`config.mk`:
```
export PLATFORM = sky130hd
export DESIGN_NAME = connect_n_board_engine_flat
export DESIGN_NICKNAME = d
export VERILOG_FILES = /design/src/rtl/connect_n_board_engine_if.sv /design/src/rtl/connect_n_board_engine.sv /design/src/flat_wrapper.sv
export SDC_FILE = /design/constraint.sdc
export NUM_CORES = 1
export LEC_CHECK = 0
export ABC_AREA = 1
export CORE_MARGIN = 2
export CORE_UTILIZATION = 55
export DETAILED_ROUTE_END_ITERATION = 8
export PLACE_DENSITY = 0.83
export SLEW_MARGIN = 5
export SYNTH_ARGS = -nofsm -noshare
export SYNTH_HDL_FRONTEND = slang
export SYNTH_SLANG_ARGS = --single-unit
```
`constraint.sdc`:
```
create_clock -name clk -period 16.49 [get_ports clk]
set_clock_uncertainty 0.1 [all_clocks]
set_input_delay 3.298 -clock clk [delete_from_list [all_inputs] [get_ports clk]]
set_output_delay 3.298 -clock clk [all_outputs]
set_load 0.02 [all_outputs]
```
`src/rtl/connect_n_board_engine_if.sv`:
```
// Drop-request / move-result bundle between the game FSM and the
// Connect-N board engine.
//
// Valid/ready: a drop transfers on a rising clk edge where drop_valid and
// drop_ready are both high. drop_col and drop_player are sampled only on
// that edge. The master may hold drop_valid high while drop_ready is low.
// result_valid is a single-cycle pulse with no back-pressure. There is
// exactly one pulse per accepted drop. result_placed/row/win/draw keep
// their values between pulses.
//
// Signals:
//   drop_valid, drop_col, drop_player  master -> engine  drop request
//   drop_ready                         engine -> master  engine can accept
//   result_valid                       engine -> master  1-cycle result pulse
//   result_placed/row/win/draw         engine -> master  outcome of the drop
interface connect_n_board_engine_if #(
  parameter int ROWS = 6,
  parameter int COLS = 7
);
  localparam int CW = $clog2(COLS);
  localparam int RW = $clog2(ROWS);

  logic          drop_valid;
  logic          drop_ready;
  logic [CW-1:0] drop_col;
  logic          drop_player;
  logic          result_valid;
  logic          result_placed;
  logic [RW-1:0] result_row;
  logic          result_win;
  logic          result_draw;

  modport master (
    output drop_valid, drop_col, drop_player,
    input  drop_ready, result_valid, result_placed, result_row,
           result_win, result_draw
  );

  modport slave (
    input  drop_valid, drop_col, drop_player,
    output drop_ready, result_valid, result_placed, result_row,
           result_win, result_draw
  );
endinterface

```
`src/rtl/connect_n_board_engine.sv`:
```
// Connect-N board store and move resolver.
// A drop request is accepted through drop_if. Gravity then places the piece
// in the lowest free row of the requested column. The engine walks the four
// line directions through the new cell, one cell per cycle, and reports a
// win, a draw or a rejection as a single result pulse.
//
// Ports:
//   clk, rstn    clock, asynchronous active-low reset
//   clear        synchronous board clear; overrides everything else
//   drop_if      slave side of connect_n_board_engine_if (drop + result)
//   game_over    sticky after a win or a draw until clear/reset
//   col_full     bit c set when column c holds ROWS pieces
//   board_flat   cell (r,c) at [2*(r*COLS+c)+:2]; 00 empty, 01 P0, 10 P1
//   state_dbg    current FSM state (IDLE=0, PLACE=1, CHECK=2, REPORT=3)
module connect_n_board_engine #(
  parameter int ROWS    = 6,
  parameter int COLS    = 7,
  parameter int WIN_LEN = 4
) (
  input  logic                    clk,
  input  logic                    rstn,
  input  logic                    clear,
  connect_n_board_engine_if.slave drop_if,
  output logic                    game_over,
  output logic [COLS-1:0]         col_full,
  output logic [ROWS*COLS*2-1:0]  board_flat,
  output logic [1:0]              state_dbg
);
  localparam int CW = $clog2(COLS);
  localparam int RW = $clog2(ROWS);
  localparam int KW = $clog2(WIN_LEN + 1);
  localparam int BW = ROWS * COLS * 2;

  localparam logic [1:0] S_IDLE   = 2'd0;
  localparam logic [1:0] S_PLACE  = 2'd1;
  localparam logic [1:0] S_CHECK  = 2'd2;
  localparam logic [1:0] S_REPORT = 2'd3;

  logic [1:0]    state_q, state_d;
  logic [BW-1:0] board_q, board_d;
  logic [RW:0]   height_q [COLS];
  logic [RW:0]   height_d [COLS];
  logic [CW-1:0] col_q, col_d;
  logic [RW-1:0] row_q, row_d;
  logic [1:0]    code_q, code_d;
  logic [1:0]    dir_q, dir_d;    // 0 H, 1 V, 2 diagonal, 3 anti-diagonal
  logic          side_q, side_d;  // 0 walks the + side, 1 walks the - side
  logic [KW-1:0] k_q, k_d;        // step distance from the new cell
  logic [KW-1:0] cnt_q, cnt_d;    // run length in the current direction
  logic          placed_q, placed_d;
  logic [RW-1:0] res_row_q, res_row_d;
  logic          win_q, win_d;
  logic          draw_q, draw_d;
  logic          over_q, over_d;

  logic accept, bad_drop, hit, in_bounds, done, done_win, board_full;
  int   dr, dc, pr, pc, idx;

  always_comb begin
    for (int c = 0; c < COLS; c++) col_full[c] = (int'(height_q[c]) == ROWS);
  end

  assign board_full = &col_full;
  assign drop_if.drop_ready = (state_q == S_IDLE) && !clear;
  assign accept   = drop_if.drop_valid && drop_if.drop_ready;
  // The column range test comes first, so col_full is only read in range.
  assign bad_drop = (int'(drop_if.drop_col) >= COLS) || over_q ||
                    col_full[drop_if.drop_col];

  // Probe the cell at distance k_q from the new cell. Plain signed integer
  // arithmetic keeps an off-board step from wrapping into a neighbouring row.
  always_comb begin
    dr = (dir_q == 2'd0) ? 0 : 1;
    dc = (dir_q == 2'd1) ? 0 : ((dir_q == 2'd3) ? -1 : 1);
    if (side_q) begin
      dr = -dr;
      dc = -dc;
    end
    pr = int'(row_q) + dr * int'(k_q);
    pc = int'(col_q) + dc * int'(k_q);
    in_bounds = (pr >= 0) && (pr < ROWS) && (pc >= 0) && (pc < COLS);
    idx = in_bounds ? (pr * COLS + pc) : 0;
    hit = in_bounds && (board_q[2*idx +: 2] == code_q);
  end

  always_comb begin
    state_d   = state_q;
    board_d   = board_q;
    height_d  = height_q;
    col_d     = col_q;
    row_d     = row_q;
    code_d    = code_q;
    dir_d     = dir_q;
    side_d    = side_q;
    k_d       = k_q;
    cnt_d     = cnt_q;
    placed_d  = placed_q;
    res_row_d = res_row_q;
    win_d     = win_q;
    draw_d    = draw_q;
    over_d    = over_q;
    done      = 1'b0;
    done_win  = 1'b0;

    case (state_q)
      S_IDLE: begin
        if (accept) begin
          col_d  = drop_if.drop_col;
          code_d = drop_if.drop_player ? 2'b10 : 2'b01;
          if (bad_drop) begin
            placed_d  = 1'b0;
            res_row_d = '0;
            win_d     = 1'b0;
            draw_d    = 1'b0;
            state_d   = S_REPORT;
          end else begin
            row_d   = height_q[drop_if.drop_col][RW-1:0];
            state_d = S_PLACE;
          end
        end
      end
      S_PLACE: begin
        board_d[2*(int'(row_q)*COLS + int'(col_q)) +: 2] = code_q;
        height_d[col_q] = height_q[col_q] + 1'b1;
        dir_d   = 2'd0;
        side_d  = 1'b0;
        k_d     = KW'(1);
        cnt_d   = KW'(1);
        state_d = S_CHECK;
      end
      S_CHECK: begin
        if (hit && (int'(cnt_q) + 1 >= WIN_LEN)) begin
          done     = 1'b1;
          done_win = 1'b1;
        end else if (hit && (int'(k_q) < WIN_LEN - 1)) begin
          cnt_d = cnt_q + 1'b1;
          k_d   = k_q + 1'b1;
        end else begin
          // This side is finished: a miss, the board edge, or the step limit.
          if (hit) cnt_d = cnt_q + 1'b1;
          if (!side_q) begin
            side_d = 1'b1;
            k_d    = KW'(1);
          end else if (dir_q != 2'd3) begin
            dir_d  = dir_q + 2'd1;
            side_d = 1'b0;
            k_d    = KW'(1);
            cnt_d  = KW'(1);
          end else begin
            done = 1'b1;
          end
        end
      end
      default: state_d = S_IDLE;  // S_REPORT lasts exactly one cycle
    endcase

    if (done) begin
      placed_d  = 1'b1;
      res_row_d = row_q;
      win_d     = done_win;
      draw_d    = !done_win && board_full;
      over_d    = over_q || done_win || board_full;
      state_d   = S_REPORT;
    end

    if (clear) begin
      state_d   = S_IDLE;
      board_d   = '0;
      for (int c = 0; c < COLS; c++) height_d[c] = '0;
      placed_d  = 1'b0;
      res_row_d = '0;
      win_d     = 1'b0;
      draw_d    = 1'b0;
      over_d    = 1'b0;
    end
  end

  always_ff @(posedge clk or negedge rstn) begin
    if (!rstn) begin
      state_q   <= S_IDLE;
      board_q   <= '0;
      for (int c = 0; c < COLS; c++) height_q[c] <= '0;
      col_q     <= '0;
      row_q     <= '0;
      code_q    <= '0;
      dir_q     <= '0;
      side_q    <= 1'b0;
      k_q       <= '0;
      cnt_q     <= '0;
      placed_q  <= 1'b0;
      res_row_q <= '0;
      win_q     <= 1'b0;
      draw_q    <= 1'b0;
      over_q    <= 1'b0;
    end else begin
      state_q   <= state_d;
      board_q   <= board_d;
      height_q  <= height_d;
      col_q     <= col_d;
      row_q     <= row_d;
      code_q    <= code_d;
      dir_q     <= dir_d;
      side_q    <= side_d;
      k_q       <= k_d;
      cnt_q     <= cnt_d;
      placed_q  <= placed_d;
      res_row_q <= res_row_d;
      win_q     <= win_d;
      draw_q    <= draw_d;
      over_q    <= over_d;
    end
  end

  assign drop_if.result_valid  = (state_q == S_REPORT);
  assign drop_if.result_placed = placed_q;
  assign drop_if.result_row    = res_row_q;
  assign drop_if.result_win    = win_q;
  assign drop_if.result_draw   = draw_q;
  assign game_over  = over_q;
  assign board_flat = board_q;
  assign state_dbg  = state_q;
endmodule

```
`src/flat_wrapper.sv`:
```
// flat-port wrapper written by rule: the top's interface ports become plain ports
module connect_n_board_engine_flat 
#(
  parameter int ROWS    = 6,
  parameter int COLS    = 7,
  parameter int WIN_LEN = 4
)
  (clk, rstn, clear, game_over, col_full, board_flat, state_dbg, drop_if_drop_valid, drop_if_drop_col, drop_if_drop_player, drop_if_drop_ready, drop_if_result_valid, drop_if_result_placed, drop_if_result_row, drop_if_result_win, drop_if_result_draw);
  connect_n_board_engine_if #(.ROWS(ROWS), .COLS(COLS)) drop_if_i ();
  input  logic clk;
  input  logic rstn;
  input  logic clear;
  output logic game_over;
  output logic [COLS-1:0] col_full;
  output logic [ROWS*COLS*2-1:0] board_flat;
  output logic [1:0] state_dbg;
  input wire logic [$bits(drop_if_i.drop_valid)-1:0] drop_if_drop_valid;
  input wire logic [$bits(drop_if_i.drop_col)-1:0] drop_if_drop_col;
  input wire logic [$bits(drop_if_i.drop_player)-1:0] drop_if_drop_player;
  output wire logic [$bits(drop_if_i.drop_ready)-1:0] drop_if_drop_ready;
  output wire logic [$bits(drop_if_i.result_valid)-1:0] drop_if_result_valid;
  output wire logic [$bits(drop_if_i.result_placed)-1:0] drop_if_result_placed;
  output wire logic [$bits(drop_if_i.result_row)-1:0] drop_if_result_row;
  output wire logic [$bits(drop_if_i.result_win)-1:0] drop_if_result_win;
  output wire logic [$bits(drop_if_i.result_draw)-1:0] drop_if_result_draw;
  assign drop_if_i.drop_valid = drop_if_drop_valid;
  assign drop_if_i.drop_col = drop_if_drop_col;
  assign drop_if_i.drop_player = drop_if_drop_player;
  assign drop_if_drop_ready = drop_if_i.drop_ready;
  assign drop_if_result_valid = drop_if_i.result_valid;
  assign drop_if_result_placed = drop_if_i.result_placed;
  assign drop_if_result_row = drop_if_i.result_row;
  assign drop_if_result_win = drop_if_i.result_win;
  assign drop_if_result_draw = drop_if_i.result_draw;
  connect_n_board_engine #(.ROWS(ROWS), .COLS(COLS), .WIN_LEN(WIN_LEN)) u_core (.clk(clk), .rstn(rstn), .clear(clear), .drop_if(drop_if_i), .game_over(game_over), .col_full(col_full), .board_flat(board_flat), .state_dbg(state_dbg));
endmodule
```
==> results.md <==
- Final ANT Viol Nets: 0
- Die area: 27,350 um2
- Initial drt markers: 1,484
- Drt total wl: 45.23 mm
- Fmax: 121.4 MHz
- Die Width: 165.4 um
- Crit-path cells: buf_2 -> nor2_1 -> clkdlybuf4s50_1
- Top Metal Used: met4
- Tot GR Track Use: 33.63%
- Top FF cell, synth: dfrtp_1
- Fin crit period: 8.236 ns
- Tightest Pin Transition: 1.220 ns
- Outcome: finished clean
- CP Capture Type: output port
- Layout cell share with drive strength beyond 1: 5.045%
- Sequential cell area: 3453 um2
- Starting Density: 55.43%
- Vias per cell: 5.728
- Syn avg cell area: 6.451 um2
- # hold bufs at CTS: 0
- Post-CTS Setup Bufs: 0
- First-pass GRT wire length: 72.54 mm
- Worst setup path class: input pin to output port
- Top post-synthesis cells by area: dfrtp_1 (24%), nand2_1 (16%), ha_1 (11%)
- Setup violators final: 0
- Area after DPL: 15,640 um2
- CP startpoint kind: input pin
- Multi-input logic area: 9090 um2
- Register area share after synthesis: 24.11%
- Dpl cells: 2,622
- Setup TNS: 0 ns
- Cell Area, Synth: 14,320 um2
- Number of synthesized flops with an enable pin: 0
- Count of final hold-check violations: 0
- Global placement routability congestion: 0.9492
- Syn_nets: 2,384
- Port-buffer cells: 109
- DR WL/cell: 17.04 um
- Core box area: 25,840 um2
- Worst-path clk slew: 0.06 ns
- DR WL met2: 21.64 mm
- Fin cells: 2,654
- CTS Sinks: 138
- Die height: 165.4 um
- Clock Path Buffers: 2
- Root Buffer: clkbuf_16
- Worst hold path type: register to register
- Buf/Inv on CP: 2
- Cells resized by post-CTS repair: 0
- CTS Buf Count: 17
- CP required: 13.09 ns
- Cells after Synth: 2,220
- Fill cell count: 2,356
- Routed via count: 15.20k
- FP Rows: 59
- Area Growth Syn to Fin: 13.55%
- Ant. Diodes: 0
- DP HPWL: 34.68 mm
- Share of flip-flops with an asynchronous set or reset: 100.0%
- I/O pin total: 110
- Post-synth top area share: 24.11%
- Ys Warns: 0
- Vias in the first global route: 14.82k
- Clk_lat worst skew: 0.43 ns
- Final Cell Area: 16,260 um2
- Pin count of the biggest net entering global routing: 74
- DRC viols: 0
- CTS tree: yes
- Initial antenna violation count: 0
- Max Cap Viol: 0
- CP delay by family, top: buffers and inverters
- CP max FO: 46
- RSZ-0062 raised after global routing: false
- CP max stage cell: buf_2
- Crit-path max cell delay: 0.79 ns
- Area leader, netlist: dfrtp_1
- Slew Limit Fails: 0
- Pre-antenna DRT Iters: 7
- Max_slew headroom: 18.17%
- Worst Path Arrival: 4.84 ns
- Fin crit share: 49.94%
- M1 WL: 18.11 mm
- Routed length on met3: 3.929 mm
- Final net count: 2,470
- Netlist cell types: 59
- # H-tree levels: 4
- Total gr overflow: 0
- Yosys reg bits: 138
-- synth_stat cells (all sizes together), types with 2 or more instances --
master  number
xnor2        8
a211oi       2
o21bai       3
clkbuf      30
fa          31
or2          9
nor4        11
a221oi       2
inv        407
nor2       246
ha         125
dfrtp      138
buf         18
and3         2
o21a         2
o22ai       38
o211ai      10
nor3        22
nand3b      11
o21ai       94
nand3      177
o31ai       11
xor2        14
a21o         2
and2         2
a21oi      101
a41oi        3
nand2      627
a31oi       15
clkinv       4
nand4       43
o41ai        5
-- cell usage in the layout (no fill, tap or decap), drive strengths merged, types with 8 or more instances in the layout --
master and instances:
nor2 246, a31oi 15, nand4 43, xnor2 8, o31ai 11, a21oi 101
o21ai 94, xor2 14, nor4 11, nand2 627, fa 31, dfrtp 138
o211ai 10, o22ai 38, nand3 177, clkbuf 19, nand3b 11, nor3 22
or2 9, inv 413, clkdlybuf4s50 107, buf 8, ha 125
-- per-layer routing --
| layer | up-vias | track usage (%) |
|---|---|---|
| li1 | 7266 | - |
| met1 | 7064 | 42.73 |
| met4 | 0 | 13.75 |
| met5 | - | 0 |
| met2 | 739 | 57.52 |
| met3 | 133 | 4.895 |
-- final cells by class --
class | instances | area share, %
multi-input cells | 1623 | 55.90
inverters | 411 | 9.487
clock inverters | 13 | 1.116
flip-flops and latches | 138 | 21.24
repair buffers | 115 | 6.963
clock buffers | 19 | 2.724
well taps | 335 | 2.578
-- state kept, by name (all words and copies together) (netlist names) --
signal and flops:
u_core.drop_if.result_placed 1, u_core.code_q 2, u_core.height_q 28, u_core.drop_if.result_win 1, u_core.game_over 1, u_core.state_dbg 2, u_core.side_q 1, u_core.k_q 3
u_core.drop_if.result_row 3, u_core.col_q 3, u_core.cnt_q 3, u_core.drop_if.result_draw 1, u_core.dir_q 2, u_core.board_flat 84, u_core.row_q 3
-- worst min-delay path, cell delays in order (launching register included) --
cell     delay, ns
dfrtp_1       0.37
nand2_1       0.06
o21ai_0       0.06
-- logic make-up after synthesis --
kind of cell / after synthesis / share of synthesized area (%)
multiplexers: 1 / 0.07862
AND/OR/NAND/NOR: 1152 / 34.91
flip-flops: 138 / 24.11
AO/OA/AOI/OAI: 292 / 11.81
XOR/XNOR: 22 / 1.398
buffers and inverters: 459 / 12.43
adder cells (fa/ha/maj): 156 / 15.25
-- final timing paths --
| check | startpoint | to | slack (ns) | cells after the start |
|---|---|---|---|---|
| worst max-delay path | clear | drop_if_drop_ready | 8.25 | 3 |
| max in group asynchronous | rstn | u_core.board_flat[0]$_DFFE_PN0P_ | 12.23 | 2 |
| worst min-delay path | u_core.board_flat[70]$_DFFE_PN0P_ | u_core.board_flat[70]$_DFFE_PN0P_ | 0.43 | 2 |
| worst max register to register | u_core.dir_q[0]$_DFFE_PN0P_ | u_core.state_dbg[1]$_DFFE_PN0P_ | 8.49 | 46 |
| worst min register to register | u_core.board_flat[70]$_DFFE_PN0P_ | u_core.board_flat[70]$_DFFE_PN0P_ | 0.43 | 2 |
| min in group asynchronous | rstn | u_core.board_flat[81]$_DFFE_PN0P_ | 2.79 | 1 |
-- through the flow --
stage               hold WS [ns]  util (%)  worst slack, ns
floorplan                 0.3668         -            9.274
global placement          0.3849     60.52            8.277
detailed placement        0.4004     60.52            8.257
CTS                       0.4188     62.94            8.242
global route              0.4535     62.94            7.581
finish                    0.4268     62.94            8.254
Power is not shown: default switching activity piles up to over one toggle a cycle in this logic, so the estimate is an artifact.
